File: config.mk
export PLATFORM = sky130hd
export DESIGN_NAME = fp16_mul_pipe
export DESIGN_NICKNAME = d
export VERILOG_FILES = /design/src/rtl/fp16_pkg.sv /design/src/rtl/fp16_classify.sv /design/src/rtl/fp16_mul_pipe.sv
export SDC_FILE = /design/constraint.sdc
export NUM_CORES = 1
export LEC_CHECK = 0
export CAP_MARGIN = 20
export CORE_MARGIN = 10
export CORE_UTILIZATION = 61
export DETAILED_ROUTE_END_ITERATION = 8
export PLACE_DENSITY = 0.8
export REMOVE_ABC_BUFFERS = 1
export SLEW_MARGIN = 30
export SYNTH_ARGS = -nofsm -noshare
export SYNTH_HDL_FRONTEND = slang
export SYNTH_SLANG_ARGS = --single-unit
File: constraint.sdc
create_clock -name CLK -period 5.8 [get_ports CLK]
set_clock_uncertainty 0.05 [all_clocks]
set_input_delay 0.87 -clock CLK [delete_from_list [all_inputs] [get_ports CLK]]
set_output_delay 0.87 -clock CLK [all_outputs]
set_load 0.005 [all_outputs]
File: src/rtl/fp16_pkg.sv
// Shared binary16 types and constants for the FP16 multiplier and adder.
// Includes operand classes and the special-result codes carried down the pipe.
package fp16_pkg;

  localparam int          FP16_BIAS    = 15;
  localparam int          FP16_EXP_MAX = 31;
  localparam logic [15:0] FP16_QNAN    = 16'h7E00;
  localparam logic [15:0] FP16_INF     = 16'h7C00;

  typedef struct packed {
    logic       sign;
    logic [4:0] exp;
    logic [9:0] mant;
  } fp16_t;

  typedef enum logic [1:0] {FP_ZERO, FP_NORM, FP_INF, FP_NAN} fp_class_e;

  // SP_INVALID and SP_QNAN both produce the canonical NaN; only the invalid flag differs
  typedef enum logic [2:0] {SP_NONE, SP_QNAN, SP_INVALID, SP_INF, SP_ZERO} special_e;

endpackage

File: src/rtl/fp16_classify.sv
// Combinational binary16 unpack and classification; subnormals are treated as zero.
module fp16_classify
  import fp16_pkg::*;
(
  input  logic [15:0] in_val,
  output fp16_t       unpacked,
  output fp_class_e   fp_class,
  output logic        is_snan
);

  always_comb begin
    unpacked = fp16_t'(in_val);
    fp_class = FP_NORM;
    if (unpacked.exp == 5'd0)
      fp_class = FP_ZERO;
    else if (unpacked.exp == 5'(FP16_EXP_MAX))
      fp_class = (unpacked.mant == 10'd0) ? FP_INF : FP_NAN;
    is_snan = (fp_class == FP_NAN) && !unpacked.mant[9];
  end

endmodule

File: src/rtl/fp16_mul_pipe.sv
// Pipelined binary16 multiplier: operand reg, classify, 11x11 multiply, normalize/round/pack.
// Define FP_MUL_FLAGS_EN to add the {invalid, overflow, underflow, inexact} flags port.
module fp16_mul_pipe
  import fp16_pkg::*;
#(
  parameter int DATA_W = 16,
  parameter int BIAS   = FP16_BIAS
) (
  input  logic              CLK,
  input  logic              RST,
  input  logic              in_valid,
  output logic              in_ready,
  input  logic [DATA_W-1:0] in_a,
  input  logic [DATA_W-1:0] in_b,
  input  logic              stall,
  output logic              out_valid,
  output logic [DATA_W-1:0] result
`ifdef FP_MUL_FLAGS_EN
  ,
  output logic [3:0]        flags
`endif
);

  logic              s0_valid_q, s0_valid_d;
  logic [DATA_W-1:0] s0_a_q, s0_a_d, s0_b_q, s0_b_d;

  logic              s1_valid_q, s1_valid_d;
  logic              s1_sign_q, s1_sign_d;
  logic signed [6:0] s1_esum_q, s1_esum_d;
  logic [9:0]        s1_ma_q, s1_ma_d, s1_mb_q, s1_mb_d;
  special_e          s1_special_q, s1_special_d;

  logic              s2_valid_q, s2_valid_d;
  logic              s2_sign_q, s2_sign_d;
  logic signed [6:0] s2_esum_q, s2_esum_d;
  logic [21:0]       s2_prod_q, s2_prod_d;
  special_e          s2_special_q, s2_special_d;

  logic              out_valid_q, out_valid_d;
  logic [DATA_W-1:0] result_q, result_d;
`ifdef FP_MUL_FLAGS_EN
  logic [3:0]        flags_q, flags_d;
`endif

  fp16_t     ua, ub;
  fp_class_e ca, cb;
  logic      snan_a, snan_b;

  fp16_classify u_class_a (.in_val(s0_a_q), .unpacked(ua), .fp_class(ca), .is_snan(snan_a));
  fp16_classify u_class_b (.in_val(s0_b_q), .unpacked(ub), .fp_class(cb), .is_snan(snan_b));

  assign in_ready  = !stall;
  assign out_valid = out_valid_q;
  assign result    = result_q;
`ifdef FP_MUL_FLAGS_EN
  assign flags     = flags_q;
`endif

  always_comb begin
    s0_valid_d = s0_valid_q;
    s0_a_d     = s0_a_q;
    s0_b_d     = s0_b_q;
    if (!stall) begin
      s0_valid_d = in_valid;
      s0_a_d     = in_a;
      s0_b_d     = in_b;
    end
  end

  // Special-case priority is resolved once here so later stages only carry a code
  always_comb begin
    s1_valid_d   = s1_valid_q;
    s1_sign_d    = s1_sign_q;
    s1_esum_d    = s1_esum_q;
    s1_ma_d      = s1_ma_q;
    s1_mb_d      = s1_mb_q;
    s1_special_d = s1_special_q;
    if (!stall) begin
      s1_valid_d = s0_valid_q;
      s1_sign_d  = ua.sign ^ ub.sign;
      s1_esum_d  = 7'({2'b00, ua.exp}) + 7'({2'b00, ub.exp}) - 7'(BIAS);
      s1_ma_d    = ua.mant;
      s1_mb_d    = ub.mant;
      if (ca == FP_NAN || cb == FP_NAN)
        s1_special_d = (snan_a || snan_b) ? SP_INVALID : SP_QNAN;
      else if ((ca == FP_INF && cb == FP_ZERO) || (ca == FP_ZERO && cb == FP_INF))
        s1_special_d = SP_INVALID;
      else if (ca == FP_INF || cb == FP_INF)
        s1_special_d = SP_INF;
      else if (ca == FP_ZERO || cb == FP_ZERO)
        s1_special_d = SP_ZERO;
      else
        s1_special_d = SP_NONE;
    end
  end

  always_comb begin
    s2_valid_d   = s2_valid_q;
    s2_sign_d    = s2_sign_q;
    s2_esum_d    = s2_esum_q;
    s2_prod_d    = s2_prod_q;
    s2_special_d = s2_special_q;
    if (!stall) begin
      s2_valid_d   = s1_valid_q;
      s2_sign_d    = s1_sign_q;
      s2_esum_d    = s1_esum_q;
      s2_prod_d    = 22'({1'b1, s1_ma_q}) * 22'({1'b1, s1_mb_q});
      s2_special_d = s1_special_q;
    end
  end

  logic              hi, guard, sticky, round_up, ovf, unf;
  logic [9:0]        mant;
  logic [10:0]       mant_rnd;
  logic signed [8:0] exp_fin;
  logic [15:0]       packed_res;

  // A product in [2,4) is folded into the [1,2) window by selecting one bit higher
  always_comb begin
    out_valid_d = out_valid_q;
    result_d    = result_q;
    hi       = s2_prod_q[21];
    mant     = hi ? s2_prod_q[20:11] : s2_prod_q[19:10];
    guard    = hi ? s2_prod_q[10] : s2_prod_q[9];
    sticky   = hi ? |s2_prod_q[9:0] : |s2_prod_q[8:0];
    round_up = guard & (sticky | mant[0]);
    mant_rnd = {1'b0, mant} + {10'd0, round_up};
    exp_fin  = {{2{s2_esum_q[6]}}, s2_esum_q} + {8'd0, hi} + {8'd0, mant_rnd[10]};
    ovf      = (exp_fin >= 9'sd31);
    unf      = (exp_fin <= 9'sd0);
    if (ovf)
      packed_res = {s2_sign_q, FP16_INF[14:0]};
    else if (unf)
      packed_res = {s2_sign_q, 15'd0};
    else
      packed_res = {s2_sign_q, exp_fin[4:0], mant_rnd[9:0]};
    case (s2_special_q)
      SP_QNAN, SP_INVALID: packed_res = FP16_QNAN;
      SP_INF:              packed_res = {s2_sign_q, FP16_INF[14:0]};
      SP_ZERO:             packed_res = {s2_sign_q, 15'd0};
      default:             ;
    endcase
    if (!stall) begin
      out_valid_d = s2_valid_q;
      if (s2_valid_q)
        result_d = packed_res;
    end
`ifdef FP_MUL_FLAGS_EN
    flags_d = flags_q;
    if (!stall && s2_valid_q) begin
      case (s2_special_q)
        SP_NONE:    flags_d = {1'b0, ovf, unf, (guard | sticky) & !ovf};
        SP_INVALID: flags_d = 4'b1000;
        default:    flags_d = 4'b0000;
      endcase
    end
`endif
  end

  always_ff @(posedge CLK) begin
    if (RST) begin
      s0_valid_q   <= 1'b0;
      s0_a_q       <= '0;
      s0_b_q       <= '0;
      s1_valid_q   <= 1'b0;
      s1_sign_q    <= 1'b0;
      s1_esum_q    <= '0;
      s1_ma_q      <= '0;
      s1_mb_q      <= '0;
      s1_special_q <= SP_NONE;
      s2_valid_q   <= 1'b0;
      s2_sign_q    <= 1'b0;
      s2_esum_q    <= '0;
      s2_prod_q    <= '0;
      s2_special_q <= SP_NONE;
      out_valid_q  <= 1'b0;
      result_q     <= '0;
`ifdef FP_MUL_FLAGS_EN
      flags_q      <= '0;
`endif
    end else begin
      s0_valid_q   <= s0_valid_d;
      s0_a_q       <= s0_a_d;
      s0_b_q       <= s0_b_d;
      s1_valid_q   <= s1_valid_d;
      s1_sign_q    <= s1_sign_d;
      s1_esum_q    <= s1_esum_d;
      s1_ma_q      <= s1_ma_d;
      s1_mb_q      <= s1_mb_d;
      s1_special_q <= s1_special_d;
      s2_valid_q   <= s2_valid_d;
      s2_sign_q    <= s2_sign_d;
      s2_esum_q    <= s2_esum_d;
      s2_prod_q    <= s2_prod_d;
      s2_special_q <= s2_special_d;
      out_valid_q  <= out_valid_d;
      result_q     <= result_d;
`ifdef FP_MUL_FLAGS_EN
      flags_q      <= flags_d;
`endif
    end
  end

endmodule

==> flow_metrics.tcl <==
set metrics [dict create \
    fin_util_pct 70.6 \
    ys_ff_latch 116 \
    synthCells 1037 \
    final_layout_size_suffix_gt1_share_pct 4.96 \
    initial_core_util_pct 62.7 \
    rows 44 \
    worstPathCellList "inv_1, fa_1, inv_1, fa_1, fa_1, fa_1, inv_1, fa_1, inv_1, ha_1, a21oi_1, o21ai_0, and2_1, o21ai_1, a2111o_1, o211ai_1" \
    route.vias.total 7169 \
    cp.arrival_ps 5540 \
    core_mm2 0.0146 \
    grt_pass1_vias 7475 \
    max_clock_freq_ghz 0.189 \
    clk_path_buf_depth 2 \
    portBuffers 53 \
    status "completed" \
    cts_root_buffer "clkbuf_16" \
    final_common_cell "inv_1" \
    holdWs_ps 413 \
    power_density_mw_per_mm2 215 \
    synth.avg_cell_area_um2 8.82 \
    cts.reportedPaths.clkPinSlew_ps 60 \
    wire_per_inst_um 16.4 \
    viasPerCell 5.73 \
    rsz0062_at_grt "false" \
    synth-edff-count 0 \
    drt_iter0_drc 579 \
    n_antenna_cell 0 \
    cts_made_buffers 17 \
    setup_violations 0 \
    cts_setup_buffers 0 \
    cts_hold_buf 0 \
    post-dp-hpwl_um 14800 \
    startpoint "s1_ma_q[2]" \
    clock-sinks 116 \
    drv_cap 0 \
    cp-end-kind "register" \
    maxSlewHeadroom_pct 37.5 \
    gp_congestion 0.932 \
    cp_common_cell "fa_1" \
    ys.warnings.count 0 \
    die_h_um 142 \
    route.detailed.drc 0 \
    die_w_um 142 \
    grt_max_degree 60 \
    ant_nets 0 \
    antenna_found_initial 0 \
    hold_start "s1_esum_q[3]" \
    io_pins 54 \
    path_class "reg2reg" \
    worst_pin_slew_ps 937 \
    fillerInstances 1079 \
    track_usage_pct 21.3 \
    fp.dieArea_mm2 0.0203 \
    synthArstFlopShare_pct 0 \
    first_pass_iters 5 \
    p_leak_nw 4.79 \
    grt-ovfl-total 0 \
    synthFlopType "dfxtp_1" \
    yosysUniqueCellTypes 69 \
    area_growth_syn_to_layout_pct 12.6 \
    ir_drop_uv 196 \
    hold_viol 0 \
    clk_latency_ps 430 \
    grt_pass1_wl_um 35300 \
    htree_levels 4 \
    drv_slew 0 \
    fin_crit_sh_pct 91.4 \
    layout_common_cells "133 x inv_1, 116 x dfxtp_1, 111 x nor2_1" \
    ys_seq_area_share_pct 25.4 \
    r2r_start "s1_ma_q[2]" \
    hp-class "reg2reg" \
    cp_max_fo 11 \
    cpPeakStageDelay_ps 600 \
    cts-resized-gates 0 \
    min_period_ps 5300 \
    critPathLaunchType "register" \
    cp_slowest_cell "dfxtp_1" \
    worstPathRequired_ps 6040 \
    tritoncts "built" \
    nNetsFinal 1243 \
    synth_area_mm2 0.00914 \
    wirelength_um 20500 \
    tns_ps 0 \
]
-- logic make-up after synthesis --
family	synth area share (%)
compound gates	10.9
xor+xnor	2.11
fa+ha+maj	27.6
buf+inv	8.20
flops	25.4
mux	9.02
simple gates	16.7
-- sequential cells by signal (all words and copies together) (netlist names) --
| register | count |
|---|---|
| s2_prod_q | 22 |
| s1_ma_q | 10 |
| s0_b_q | 16 |
| s0_a_q | 16 |
| out_valid | 1 |
| s2_special_q | 3 |
| result | 16 |
| s2_valid_q | 1 |
| s1_special_q | 3 |
| s1_sign_q | 1 |
| s1_valid_q | 1 |
| s0_valid_q | 1 |
| s2_esum_q | 7 |
| s2_sign_q | 1 |
| s1_esum_q | 7 |
| s1_mb_q | 10 |
-- per-layer routing --
| metal | up-vias | wire length (µm) | global-route usage, % |
|---|---|---|---|
| met5 | - | 0 | 0 |
| met4 | 0 | 402 | 7.35 |
| met2 | 181 | 10500 | 37.4 |
| met3 | 33 | 1010 | 3.97 |
| met1 | 3481 | 8550 | 25.6 |
| li1 | 3474 | - | - |
-- critical path, delay by kind of cell, from the launching register on --
family          cells  cell delay (ps)
fa+ha+maj           6             3020
compound gates      5              990
buf+inv             4              310
flops               1              600
simple gates        1              180
-- cells in the mapped netlist (7+ instances only) --
cell	instances	area, µm²
nand2_1	107	402
nand3_1	21	105
nor3_1	9	45.0
xnor2_1	15	131
dfxtp_1	116	2320
inv_1	133	499
clkbuf_1	35	131
a21oi_1	44	220
mux2i_1	79	791
buf_2	11	55.1
fa_1	82	1640
o21a_1	8	60.1
o211ai_1	11	82.6
and2_1	33	206
o21ai_0	9	45.0
nand2b_1	7	43.8
buf_1	8	30.0
a31oi_1	8	50.1
a21o_1	12	90.1
nor2_1	111	417
ha_1	70	876
xor2_1	7	61.3
-- power breakdown --
| group | switching [mW] | leakage, nW | internal, mW |
|---|---|---|---|
| clock network | 0.399 | 0.296 | 0.711 |
| logic | 0.125 | 3.54 | 0.106 |
| registers | 0.0443 | 0.946 | 0.830 |
-- layout make-up --
cell class | count | area [µm²] | share of cell area, %
Clock buffer | 21 | 470 | 4.57
Clock inverter | 11 | 149 | 1.45
Inverter | 133 | 499 | 4.85
Multi-Input combinational cell | 730 | 6070 | 59.0
Sequential cell | 116 | 2320 | 22.6
Tap cell | 184 | 230 | 2.24
Timing Repair Buffer | 57 | 556 | 5.39
-- metrics by stage --
step	power, mW	cells	instance area (µm²)	setup slack (ps)
5_1_grt	2.30	1252	10300	148
3_5_place_dp	1.12	1220	9680	550
6_report	2.22	1252	10300	496
4_1_cts	2.23	1252	10300	509
2_1_floorplan	1.02	979	8890	977
3_3_place_gp	1.11	1220	9680	610
-- final timing paths --
check / end / slack (ps) / depth (start not counted)
max: s2_prod_q[17] / 500 / 16
min: s1_esum_q[3] / 410 / 2
max reg2reg: s2_prod_q[17] / 500 / 16
min reg2reg: s1_esum_q[3] / 410 / 2
Note: power is estimated with default switching activity, not from simulation.
